`config.mk`:
```
export PLATFORM = sky130hd
export DESIGN_NAME = round_arbiter
export DESIGN_NICKNAME = d
export VERILOG_FILES = /design/src/rtl/round_arbiter.sv
export SDC_FILE = /design/constraint.sdc
export NUM_CORES = 1
export LEC_CHECK = 0
export CAP_MARGIN = 15
export CORE_MARGIN = 10
export CORE_UTILIZATION = 66
export CTS_BUF_LIST = sky130_fd_sc_hd__clkbuf_8
export CTS_CLUSTER_DIAMETER = 60
export DETAILED_ROUTE_END_ITERATION = 12
export GPL_TIMING_DRIVEN = 0
export PLACE_DENSITY = 0.86
export SLEW_MARGIN = 20
export SYNTH_ARGS = -nofsm -noshare
export SYNTH_HDL_FRONTEND = slang
export SYNTH_SLANG_ARGS = --single-unit
export TNS_END_PERCENT = 30
```
`constraint.sdc`:
```
create_clock -name clk -period 4 [get_ports clk]
set_input_delay 0.6 -clock clk [delete_from_list [all_inputs] [get_ports clk]]
set_output_delay 0.6 -clock clk [all_outputs]
set_load 0.05 [all_outputs]
```
`src/rtl/round_arbiter.sv`:
```
// Referee front end for the two-player reaction game: synchronises the buttons, runs the
// lights-off random delay and lights-on window, and reports who pushed first.
module round_arbiter #(
   parameter logic [15:0] DELAY_MIN  = 16'd1000,
   parameter int unsigned DELAY_BITS = 10,
   parameter logic [15:0] HOLDOFF    = 16'd500,
   parameter logic [15:0] TIMEOUT    = 16'd4000,
   parameter logic [15:0] LFSR_SEED  = 16'hACE1
) (
   input  logic       clk,
   input  logic       rst,
   input  logic       pb_l,
   input  logic       pb_r,
   output logic       leds_on,
   output logic       winrnd,
   output logic       right,
   output logic       tie,
   output logic [1:0] dbg_state_o
);

   // Result contract: winrnd is a single-cycle pulse with no back-pressure; right, tie and
   // leds_on are valid in that same cycle, and right/tie then hold until the next pulse.

   if (DELAY_BITS < 1 || DELAY_BITS > 16) begin : g_bad_bits
      $error("round_arbiter: DELAY_BITS must be in 1..16");
   end
   if (32'(DELAY_MIN) + (32'd1 << DELAY_BITS) - 32'd1 > 32'd65535) begin : g_bad_span
      $error("round_arbiter: DELAY_MIN + 2**DELAY_BITS - 1 does not fit in 16 bits");
   end
   if (LFSR_SEED == 16'd0) begin : g_bad_seed
      $error("round_arbiter: LFSR_SEED must be nonzero");
   end

   typedef enum logic [1:0] {
      ST_HOLD   = 2'd0,
      ST_DELAY  = 2'd1,
      ST_LIGHTS = 2'd2,
      ST_RESULT = 2'd3
   } state_t;

   state_t      state_q, state_d;
   logic [15:0] cnt_q, cnt_d;
   logic [15:0] lfsr_q, lfsr_d;
   logic [1:0]  s1_q, s2_q, s2p_q;    // bit 0 = left, bit 1 = right
   logic        leds_q, leds_d;
   logic        win_q, win_d;
   logic        right_q, right_d;
   logic        tie_q, tie_d;

   logic press_l, press_r, any_press, any_held;

   assign press_l   = s2_q[0] & ~s2p_q[0];
   assign press_r   = s2_q[1] & ~s2p_q[1];
   assign any_press = press_l | press_r;
   assign any_held  = s2_q[0] | s2_q[1];
   assign lfsr_d    = {lfsr_q[14:0], lfsr_q[15] ^ lfsr_q[13] ^ lfsr_q[12] ^ lfsr_q[10]};

   always_ff @(posedge clk or posedge rst) begin
      if (rst) begin
         state_q <= ST_HOLD;
         cnt_q   <= HOLDOFF;
         lfsr_q  <= LFSR_SEED;
         s1_q    <= 2'b00;
         s2_q    <= 2'b00;
         s2p_q   <= 2'b00;
         leds_q  <= 1'b0;
         win_q   <= 1'b0;
         right_q <= 1'b0;
         tie_q   <= 1'b0;
      end else begin
         state_q <= state_d;
         cnt_q   <= cnt_d;
         lfsr_q  <= lfsr_d;
         s1_q    <= {pb_r, pb_l};
         s2_q    <= s1_q;
         s2p_q   <= s2_q;
         leds_q  <= leds_d;
         win_q   <= win_d;
         right_q <= right_d;
         tie_q   <= tie_d;
      end
   end

   always_comb begin
      state_d = state_q;
      cnt_d   = cnt_q;
      case (state_q)
         ST_HOLD: begin
            if (any_held) begin
               cnt_d = HOLDOFF;
            end else if (cnt_q == 16'd0) begin
               cnt_d   = DELAY_MIN + 16'(lfsr_q[DELAY_BITS-1:0]);
               state_d = ST_DELAY;
            end else begin
               cnt_d = cnt_q - 16'd1;
            end
         end
         ST_DELAY: begin
            // A press on the last delay cycle still counts as a jump.
            if (any_press) begin
               cnt_d   = HOLDOFF;
               state_d = ST_RESULT;
            end else if (cnt_q == 16'd0) begin
               cnt_d   = TIMEOUT;
               state_d = ST_LIGHTS;
            end else begin
               cnt_d = cnt_q - 16'd1;
            end
         end
         ST_LIGHTS: begin
            if (any_press) begin
               cnt_d   = HOLDOFF;
               state_d = ST_RESULT;
            end else if (cnt_q == 16'd0) begin
               cnt_d   = HOLDOFF;
               state_d = ST_HOLD;
            end else begin
               cnt_d = cnt_q - 16'd1;
            end
         end
         ST_RESULT: begin
            cnt_d   = HOLDOFF;
            state_d = ST_HOLD;
         end
         default: begin
            cnt_d   = HOLDOFF;
            state_d = ST_HOLD;
         end
      endcase
   end

   always_comb begin
      leds_d  = leds_q;
      win_d   = 1'b0;
      right_d = right_q;
      tie_d   = tie_q;
      case (state_q)
         ST_HOLD: begin
            leds_d = 1'b0;
         end
         ST_DELAY: begin
            leds_d = 1'b0;
            if (any_press) begin
               win_d   = 1'b1;
               right_d = press_r & ~press_l;
               tie_d   = press_r & press_l;
            end else if (cnt_q == 16'd0) begin
               leds_d = 1'b1;
            end
         end
         ST_LIGHTS: begin
            leds_d = 1'b1;
            if (any_press) begin
               win_d   = 1'b1;
               right_d = press_r & ~press_l;
               tie_d   = press_r & press_l;
            end else if (cnt_q == 16'd0) begin
               leds_d = 1'b0;
            end
         end
         ST_RESULT: begin
            leds_d = 1'b0;
         end
         default: begin
            leds_d  = 1'b0;
            right_d = 1'b0;
            tie_d   = 1'b0;
         end
      endcase
   end

   assign leds_on     = leds_q;
   assign winrnd      = win_q;
   assign right       = right_q;
   assign tie         = tie_q;
   assign dbg_state_o = state_q;

endmodule

```
==> reports/metrics.cfg <==
[outcome]
status=finished clean

[layout]
final_layout_size_suffix_gt1_frac=0.1701
final_cell_mix=dfrtp_1, nor2_1, dfstp_2
multi_input_area_um2=868.3
nets=204
antenna-diode-count=0
regArea_mm2=0.001119
nFillCells=150
final_common_cell=dfrtp_1
area_growth_pct=13.44
design_area_mm2=0.002281

[synthesis]
ys_seq_elements=44
yosysSeqAreaShare=0.5563
ys_async_sr_fraction=1.000
synth_area_mm2=0.002011
synth_cells=176
ys.flop_type=dfrtp_1
syn_nets=187
synth_area_per_cell_um2=11.42
synthDistinctLibCells=46
yosysWarnings=0
synth_edf_count=0

[hold_path]
hp-class=reg -> reg
min_from=s1_q[1]$_DFF_PP0_

[global_route]
grt-ovfl-total=0
first_global_vias=1464
grt_max_degree=29
antenna_found_initial=0
grt_first_pass_wirelength_um=7265
grt_use_total=0.1703

[floorplanning]
fp.dieH_um=75.20
die_width_um=75.20
initial_utilization=0.7107
dieArea_mm2=0.005654
pin_count=10
core_mm2=0.002829
rows=19

[timing]
worst_slew_pin_slew_ns=0.8051
fin_crit_sh=0.6035
drv_slew=0
relSlewSlack=0.4494
finalSetupViolCount=0
finalClockSkew_ns=0.01500
rsz0062_at_grt=false
fin_tns_setup_ns=0
max_freq_mhz=414.3
hold_viol=0
fin_crit_ns=2.414

[cts]
cts.path.max_buffers=2
cts_hold_buf=0
cts_tree=done
ctsResizeCount=0
cts_sinks=44
cts_root_buffer=clkbuf_8
cts_buffers=5
clk_pin_slew_ns=0.07
clkLatencyLatePin_ns=0.31
htree_levels=2
cts_setup_buffers=0

[drt]
wl_per_cell_um=19.35
first_iter_violations=107
vias=1434
ant_nets=0
drcViolationCount=0
viasPerCell=6.373
wl_um=4354
first_pass_iters=4

[setup_path]
start_kind=flip-flop
r2r_start=cnt_q[0]$_DFF_PP0_
crit_type=reg -> reg
cp-startpoint=cnt_q[0]$_DFF_PP0_
required_ns=4.19
path_max_fanout=7
cp-end-kind=flip-flop
arrival_ns=2.61

[pwr]
power_w=0.001661
p_leak_nw=0.9695
seqPwrFrac=0.379
p_int_w=0.001004
power.density_mw_per_mm2=728.3
ir_drop_mv=0.7108
power.switching_w=0.0006574
p_sw_frac=0.3958
p_comb_frac=0.423
power_frac_clock=0.198

[placement]
placed_cell_area_mm2=0.002167
gp_congestion=0.9147
dp_hpwl_um=3119
portBuffers=9

[flow_run]
cap_viol_max_count=0

worst paths after layout:
check	to	slack, ns	cells past startpoint
setup / recovery	cnt_q[6]$_DFF_PP1_	1.59	7
max in group asynchronous	cnt_q[7]$_DFF_PP1_	2.87	3
hold / removal	s2_q[1]$_DFF_PP0_	0.36	0
hold reg to reg	s2_q[1]$_DFF_PP0_	0.36	0
min in group asynchronous	s2p_q[1]$_DFF_PP0_	0.59	2
setup reg to reg	cnt_q[6]$_DFF_PP1_	1.59	7
flip-flops by register name, summed over array words and instances, names as in the netlist:
name,cells
right,1
lfsr_q,16
winrnd,1
s2p_q,2
cnt_q,16
s2_q,2
tie,1
dbg_state_o,2
s1_q,2
leds_on,1
final cells by class:
class	instances	share of cell area
clock inverters	3	0.01700
inverters	8	0.01317
clock buffers	5	0.03017
flip-flops and latches	44	0.4904
multi-input cells	124	0.3807
repair buffers	10	0.05156
well taps	31	0.01700
synth_stat cells, types with 2 or more instances:
| cell type | count | area (um2) |
|---|---|---|
| xnor2_1 | 11 | 96.34 |
| inv_1 | 8 | 30.03 |
| xor2_1 | 9 | 78.83 |
| o2bb2ai_1 | 3 | 26.28 |
| or3_1 | 3 | 18.77 |
| o31ai_1 | 2 | 15.01 |
| a31oi_1 | 3 | 18.77 |
| o21ai_0 | 7 | 35.03 |
| nand3_1 | 4 | 20.02 |
| nand2_1 | 10 | 37.54 |
| nor3_1 | 4 | 20.02 |
| nor2b_1 | 2 | 12.51 |
| nor2_1 | 17 | 63.81 |
| dfrtp_1 | 30 | 750.7 |
| ha_1 | 7 | 87.58 |
| and3_1 | 3 | 18.77 |
| o22ai_1 | 3 | 18.77 |
| a21oi_1 | 7 | 35.03 |
| and2_1 | 2 | 12.51 |
| nand2b_1 | 2 | 12.51 |
| dfstp_2 | 14 | 367.9 |
critical path, cell delays in order, from the launching register on:
cell and delay [ns]:
dfrtp_1 0.42, inv_1 0.07, ha_1 0.18, or3b_4 0.43, nor4_4 0.51, nand3_1 0.21, a211oi_2 0.38, a311oi_1 0.10
power groups by stage:
stage,combinational [W],sequential [W],clock [W]
6_report,0.000703,0.000629,0.000330
5_1_grt,0.000757,0.000636,0.000350
4_1_cts,0.000695,0.000626,0.000330
3_5_place_dp,0.000683,0.000633,0
3_3_place_gp,0.000652,0.000620,0
2_1_floorplan,0.000409,0.000714,0
logic make-up after synthesis:
group / synth area share
XOR/XNOR: 0.08712
multiplexers: 0.01058
flip-flops: 0.5563
buffers and inverters: 0.01494
adder cells (fa/ha/maj): 0.04356
AND/OR/NAND/NOR: 0.1680
AO/OA/AOI/OAI: 0.1195
metrics by stage:
stage | worst slack (ns) | hold slack [ns] | utilization | cells
floorplan | 1.880 | 0.3312 | - | 176
global placement | 1.646 | 0.3384 | 0.7563 | 216
detailed placement | 1.641 | 0.3404 | 0.7660 | 217
CTS | 1.580 | 0.3589 | 0.8041 | 225
global route | 1.457 | 0.3598 | 0.8063 | 225
finish | 1.586 | 0.3554 | 0.8063 | 225
metal layers:
metal	routed length (um)	share of wire	vias to the layer above	global-route usage
met3	250	0.057	7	0.05519
met2	2226	0.51	55	0.2752
met1	1802	0.41	717	0.2093
met4	74	0.017	0	0.06186
met5	0	0	-	0
li1	-	-	655	-
Note: power is estimated with default switching activity, not from simulation.
